[src/rtl/pe_column_pkg.sv]
// Shared defaults and slice helpers for the PE column.
// PE_COL_SAT_EN (optional define) switches the MACs to saturating accumulation.
package pe_column_pkg;

  localparam int unsigned DATA_WIDTH_DEF = 16;
  localparam int unsigned ACC_WIDTH_DEF  = 16;
  localparam int unsigned FIFO_DEPTH     = 2;

  // LSB position of slice idx inside a packed word of width-bit slices.
  function automatic int unsigned slice_lo(input int unsigned idx, input int unsigned width);
    return idx * width;
  endfunction

endpackage

[src/rtl/pe_column_mac.sv]
// One processing element: registered A/B/clr cascade plus signed MAC accumulator.
// With PE_COL_SAT_EN defined the accumulator clamps to the signed ACC_WIDTH range.
module pe_mac
  import pe_column_pkg::*;
#(
  parameter int unsigned DATA_WIDTH = DATA_WIDTH_DEF,
  parameter int unsigned ACC_WIDTH  = ACC_WIDTH_DEF
) (
  input  logic                  clk_i,
  input  logic                  rst_i,
  input  logic                  clr_i,
  input  logic [DATA_WIDTH-1:0] a_i,
  input  logic [DATA_WIDTH-1:0] b_i,
  output logic [DATA_WIDTH-1:0] a_o,
  output logic [DATA_WIDTH-1:0] b_o,
  output logic                  clr_o,
  output logic [ACC_WIDTH-1:0]  psum_o,
  output logic                  clamp_o
);

  logic [ACC_WIDTH-1:0] psum_q;
  logic [ACC_WIDTH-1:0] psum_d;

`ifdef PE_COL_SAT_EN
  // Wide enough for the exact product plus the running sum without overflow.
  localparam int unsigned WW = ((ACC_WIDTH > 2 * DATA_WIDTH) ? ACC_WIDTH : 2 * DATA_WIDTH) + 1;
  localparam logic signed [WW-1:0] SAT_MAX = {{(WW - ACC_WIDTH + 1){1'b0}}, {(ACC_WIDTH - 1){1'b1}}};
  localparam logic signed [WW-1:0] SAT_MIN = {{(WW - ACC_WIDTH + 1){1'b1}}, {(ACC_WIDTH - 1){1'b0}}};

  logic signed [WW-1:0] a_ext;
  logic signed [WW-1:0] b_ext;
  logic signed [WW-1:0] prod;
  logic signed [WW-1:0] sum;

  assign a_ext = {{(WW - DATA_WIDTH){a_i[DATA_WIDTH-1]}}, a_i};
  assign b_ext = {{(WW - DATA_WIDTH){b_i[DATA_WIDTH-1]}}, b_i};
  assign prod  = a_ext * b_ext;
  assign sum   = clr_i ? prod : prod + {{(WW - ACC_WIDTH){psum_q[ACC_WIDTH-1]}}, psum_q};

  always_comb begin
    psum_d  = sum[ACC_WIDTH-1:0];
    clamp_o = 1'b0;
    if (sum > SAT_MAX) begin
      psum_d  = SAT_MAX[ACC_WIDTH-1:0];
      clamp_o = 1'b1;
    end else if (sum < SAT_MIN) begin
      psum_d  = SAT_MIN[ACC_WIDTH-1:0];
      clamp_o = 1'b1;
    end
  end
`else
  // Multiplying sign-extended operands in ACC_WIDTH bits yields the product mod 2^ACC_WIDTH.
  logic signed [DATA_WIDTH-1:0] a_s;
  logic signed [DATA_WIDTH-1:0] b_s;
  logic        [ACC_WIDTH-1:0]  a_ext;
  logic        [ACC_WIDTH-1:0]  b_ext;
  logic        [ACC_WIDTH-1:0]  prod;

  assign a_s     = a_i;
  assign b_s     = b_i;
  assign a_ext   = ACC_WIDTH'(a_s);
  assign b_ext   = ACC_WIDTH'(b_s);
  assign prod    = a_ext * b_ext;
  assign psum_d  = clr_i ? prod : psum_q + prod;
  assign clamp_o = 1'b0;
`endif

  always_ff @(posedge clk_i) begin
    if (rst_i) begin
      a_o    <= '0;
      b_o    <= '0;
      clr_o  <= 1'b0;
      psum_q <= '0;
    end else begin
      a_o    <= a_i;
      b_o    <= b_i;
      clr_o  <= clr_i;
      psum_q <= psum_d;
    end
  end

  assign psum_o = psum_q;

endmodule

[src/rtl/pe_column.sv]
// Column of NUM_PE MACs with skewed psum capture into a 2-entry valid/ready output FIFO.
// Optional define PE_COL_SAT_EN enables saturating accumulation in every PE.
module pe_column
  import pe_column_pkg::*;
#(
  parameter int unsigned NUM_PE     = 8,
  parameter int unsigned DATA_WIDTH = DATA_WIDTH_DEF,
  parameter int unsigned ACC_WIDTH  = ACC_WIDTH_DEF,
  parameter int unsigned OUTPUT_LAT = 1
) (
  input  logic                           clk_i,
  input  logic                           rst_i,
  input  logic                           clr_i,
  output logic                           clr_o,
  input  logic                           we_i,
  output logic                           we_o,
  input  logic [NUM_PE*DATA_WIDTH-1:0]   srca_word_i,
  output logic [NUM_PE*DATA_WIDTH-1:0]   srca_word_o,
  input  logic [DATA_WIDTH-1:0]          srcb_i,
  output logic [DATA_WIDTH-1:0]          srcb_o,
  output logic [NUM_PE*ACC_WIDTH-1:0]    word_o,
  output logic                           word_valid_o,
  input  logic                           word_ready_i,
  output logic                           busy_o,
  output logic                           ovf_o
);

  localparam int unsigned SR_LEN = OUTPUT_LAT + NUM_PE;
  localparam int unsigned WORD_W = NUM_PE * ACC_WIDTH;

  logic [DATA_WIDTH-1:0] b_chain [NUM_PE+1];
  logic [NUM_PE:0]       clr_chain;
  logic [ACC_WIDTH-1:0]  psum [NUM_PE];
  logic [NUM_PE-1:0]     clamp;
  logic                  unused_clr_tail;

  assign b_chain[0]      = srcb_i;
  assign clr_chain[0]    = clr_i;
  assign unused_clr_tail = clr_chain[NUM_PE];

  for (genvar k = 0; k < NUM_PE; k++) begin : g_pe
    pe_mac #(
      .DATA_WIDTH(DATA_WIDTH),
      .ACC_WIDTH (ACC_WIDTH)
    ) u_pe (
      .clk_i  (clk_i),
      .rst_i  (rst_i),
      .clr_i  (clr_chain[k]),
      .a_i    (srca_word_i[slice_lo(k, DATA_WIDTH) +: DATA_WIDTH]),
      .b_i    (b_chain[k]),
      .a_o    (srca_word_o[slice_lo(k, DATA_WIDTH) +: DATA_WIDTH]),
      .b_o    (b_chain[k+1]),
      .clr_o  (clr_chain[k+1]),
      .psum_o (psum[k]),
      .clamp_o(clamp[k])
    );
  end

  assign srcb_o = b_chain[NUM_PE];
  assign clr_o  = clr_chain[1];

  // cap_sr[j] is set j edges after an accepted we_i; slice k is taken on bit OUTPUT_LAT-1+k.
  logic [SR_LEN-1:0]  cap_sr;
  logic [WORD_W-1:0]  staging;
  logic [WORD_W-1:0]  fifo_mem [FIFO_DEPTH];
  logic               wr_ptr;
  logic               rd_ptr;
  logic [1:0]         count;
  logic               we_q;
  logic               ovf_q;
  logic               busy;
  logic               accept;
  logic               push_req;
  logic               push_ok;
  logic               pop;
  logic               full;

  assign busy     = |cap_sr[SR_LEN-2:0];
  assign accept   = we_i & ~busy;
  assign push_req = cap_sr[SR_LEN-1];
  assign pop      = (count != 2'd0) & word_ready_i;
  assign full     = (count == 2'(FIFO_DEPTH));
  // A simultaneous pop frees the slot the push needs.
  assign push_ok  = push_req & (~full | pop);

  always_ff @(posedge clk_i) begin
    if (rst_i) begin
      cap_sr  <= '0;
      staging <= '0;
      wr_ptr  <= 1'b0;
      rd_ptr  <= 1'b0;
      count   <= 2'd0;
      we_q    <= 1'b0;
      ovf_q   <= 1'b0;
      for (int i = 0; i < FIFO_DEPTH; i++) begin
        fifo_mem[i] <= '0;
      end
    end else begin
      cap_sr <= {cap_sr[SR_LEN-2:0], accept};
      for (int k = 0; k < NUM_PE; k++) begin
        if (cap_sr[OUTPUT_LAT-1+k]) begin
          staging[slice_lo(k, ACC_WIDTH) +: ACC_WIDTH] <= psum[k];
        end
      end
      if (push_ok) begin
        fifo_mem[wr_ptr] <= staging;
        wr_ptr           <= ~wr_ptr;
      end
      if (pop) begin
        rd_ptr <= ~rd_ptr;
      end
      count <= count + {1'b0, push_ok} - {1'b0, pop};
      we_q  <= we_i;
      ovf_q <= ovf_q | (we_i & busy) | (push_req & ~push_ok) | (|clamp);
    end
  end

  assign word_o       = fifo_mem[rd_ptr];
  assign word_valid_o = (count != 2'd0);
  assign busy_o       = busy;
  assign we_o         = we_q;
  assign ovf_o        = ovf_q;

endmodule

[config.mk]
export PLATFORM = sky130hd
export DESIGN_NAME = pe_column
export DESIGN_NICKNAME = d
export VERILOG_FILES = /design/src/rtl/pe_column_pkg.sv /design/src/rtl/pe_column_mac.sv /design/src/rtl/pe_column.sv
export SDC_FILE = /design/constraint.sdc
export NUM_CORES = 2
export LEC_CHECK = 0
export ABC_AREA = 1
export BUFFER_PORTS_ARGS = -buffer_cell sky130_fd_sc_hd__buf_2
export CELL_PAD_IN_SITES_DETAIL_PLACEMENT = 0
export CELL_PAD_IN_SITES_GLOBAL_PLACEMENT = 1
export CORE_ASPECT_RATIO = 1.75
export CORE_MARGIN = 1
export CORE_UTILIZATION = 45
export CTS_CLUSTER_DIAMETER = 60
export DETAILED_ROUTE_END_ITERATION = 7
export PLACE_DENSITY = 0.85
export RECOVER_POWER = 25
export SETUP_SLACK_MARGIN = 0.15
export SLEW_MARGIN = 20
export SYNTH_ARGS = -nofsm -noshare
export SYNTH_HDL_FRONTEND = slang
export SYNTH_HIERARCHICAL = 1
export SYNTH_SLANG_ARGS = --single-unit
[constraint.sdc]
create_clock -name clk_i -period 8.19 [get_ports clk_i]
set_input_delay 0.4095 -clock clk_i [delete_from_list [all_inputs] [get_ports clk_i]]
set_output_delay 0.4095 -clock clk_i [all_outputs]
set_load 0.005 [all_outputs]
==> out/results.ini <==
[synth]
ys_warn_count=6
syn_area_per_cell_um2=7.66
syn_area_um2=69500
syn-num-nets=10400
netlist_instances=9081

[floorplan]
start_util_pct=45.3
die_h_um=522
core-area_um2=153000
die_x_um=299
die_area_um2=156000
rows=190
ios=426

[global_route]
grt_max_degree=86
grt_pass1_vias=57200
overflow=0
grt_pass1_wl_mm=296
globalRouteTotalUtil_pct=24.0
antenna_found_initial=11

[setup_path]
r2r_slack_ns=1.33
path_buf_inv=6
crit_family=adder cells
critPathKind=register to register
cp-end-kind=register
slowest_stage=dfxtp_1
crit_arrival_ns=7.43
critPathRequiredTime_ns=8.76
start_kind=register
slowest_delay_ns=0.79
worstPathMaxFanout=16

[placed_design]
dp_hpwl_mm=146
gp_congestion=0.940
portBuffers=425
place_area_um2=72500

[power]
power_density_nw_per_um2=194
peakVddDrop_mv=0.295
pwr-share-seq_pct=30.5
p_clk_share_pct=28.9
internal-power_w=0.00896
p_switching_w=0.00580
leakage_nw=42.0
combPwrFrac_pct=40.6
netSwitchingFraction_pct=39.3

[route]
viasPerCell=4.86
drt_iter0_drc=2445
wl_per_cell_um=16.3
ant_nets=0
routed_wl_mm=186
dr.pass1.iters=6
drc=0
num_vias=55400

[timing]
hold_viol=0
setup_tns_ns=0
fin_skew_ns=0.0204
min_period_ns=6.86
setup_viol=0
relSlewSlack_pct=-112
slew_viol_final=168
fin_crit_sh_pct=83.8
rsz0062_at_grt=false
worst_pin_slew_ns=3.19
fmax_mhz=146

[clocking]
cts_root_buf=clkbuf_16
clock_sinks=791
htree_levels=3
cts_buffers=88
path_clk_slew_ns=0.07
clock_latency_ns=0.68
cts_resized=0
cts_tree=done
clockBufferDepth=3

[cells_and_area]
final_core_util_pct=49.6
regArea_um2=18400
area_delta_synth_final_pct=9.34
n_fill_cell=15100
final_nets=10600
stdcell_area_um2=76000
multi_input_area_um2=39900
drive_gt1_share_pct=8.98

[min_path]
hold_class=input pin to register

[flow_run]
cap_violations=3

[run_status]
violations=max-capacitance violations, max-slew violations
status=complete, but fails checks

==> path summary, 6_finish.rpt <==
check / start / to / cells past startpoint
worst max-delay path: g_pe[6].u_pe/b_o[1] / g_pe[7].u_pe/psum_o[14] / 28
worst min-delay path: srca_word_i[72] / g_pe[4].u_pe/a_o[8] / 3
worst max register to register: g_pe[6].u_pe/b_o[1] / g_pe[7].u_pe/psum_o[14] / 28
worst min register to register: g_pe[6].u_pe/b_o[15] / g_pe[7].u_pe/b_o[15] / 2
==> worst register-to-register path: cells and delay by family, from the launching register on <==
family,cells,cell delay [ns]
compound gates,6,1.02
xor+xnor,1,0.22
fa+ha+maj,8,3.47
buf+inv,6,0.32
flops,1,0.79
simple gates,7,0.95
==> layout by cell type (no fill, tap or decap), types with 53 or more instances in the layout <==
master	n
a21oi_1	442
buf_2	342
clkbuf_1	94
clkbuf_16	88
dfxtp_1	534
dlygate4sd3_1	53
edfxtp_1	256
fa_1	648
ha_1	522
inv_1	2468
mux2_2	128
nand2_1	2037
nand3_1	304
nor2_1	596
nor2_4	90
o21ai_0	270
xor2_1	71
==> flip-flops by register name, summed over array words and instances, names as in the netlist, named ones only <==
name              flops
rd_ptr                1
g_pe.u_pe/b_o       128
g_pe.u_pe/psum_o    128
count                 2
fifo_mem            256
g_pe.u_pe/a_o       128
cap_sr                9
wr_ptr                1
g_pe.u_pe/clr_o       7
ovf_o                 1
we_o                  1
staging             128
==> metal layers <==
metal  up-vias  wire (µm)  track usage (%)  share of wire (%)
met5         -          8                0             0.0043
met4         2       8450             10.7                4.5
met3       389       8060             2.62                4.3
met2      1370     100000             46.5                 54
met1     26400      69700             25.7                 37
li1      27200          -                -                  -
==> power groups by stage <==
stage                     clock network (W)  logic (W)  registers (W)
after floorplan                           0    0.00449        0.00446
after global placement                    0    0.00590        0.00459
after detailed placement                  0    0.00599        0.00459
after CTS                           0.00439    0.00604        0.00451
after global routing                0.00453    0.00685        0.00453
final                               0.00426    0.00600        0.00450
==> area by class of cell <==
| class | count | share of cell area [%] |
|---|---|---|
| multi-input cells | 5425 | 52.4 |
| flip-flops and latches | 791 | 24.2 |
| inverters | 2505 | 12.4 |
| repair buffers | 500 | 3.58 |
| well taps | 2016 | 3.32 |
| clock buffers | 102 | 3.02 |
| clock inverters | 62 | 1.05 |
| diodes | 4 | 0.0132 |
==> stage by stage <==
| step | worst slack [ns] | power, W | cells | hold slack [ns] |
|---|---|---|---|---|
| 4_1_cts | 1.29 | 0.0149 | 11400 | 0.00219 |
| 2_1_floorplan | 2.14 | 0.00895 | 9081 | 0.403 |
| 6_report | 1.33 | 0.0148 | 11400 | 0.0630 |
| 5_1_grt | 0.810 | 0.0159 | 11400 | 0.0266 |
| 3_3_place_gp | 1.37 | 0.0105 | 11200 | 0.424 |
| 3_5_place_dp | 1.32 | 0.0106 | 11200 | 0.432 |
==> what timing repair did <==
action	CTS	global route
hold buffers	53	0
setup buffers	0	0
endpoints found under the hold margin	53	0
(Power assumes the default switching activity.)
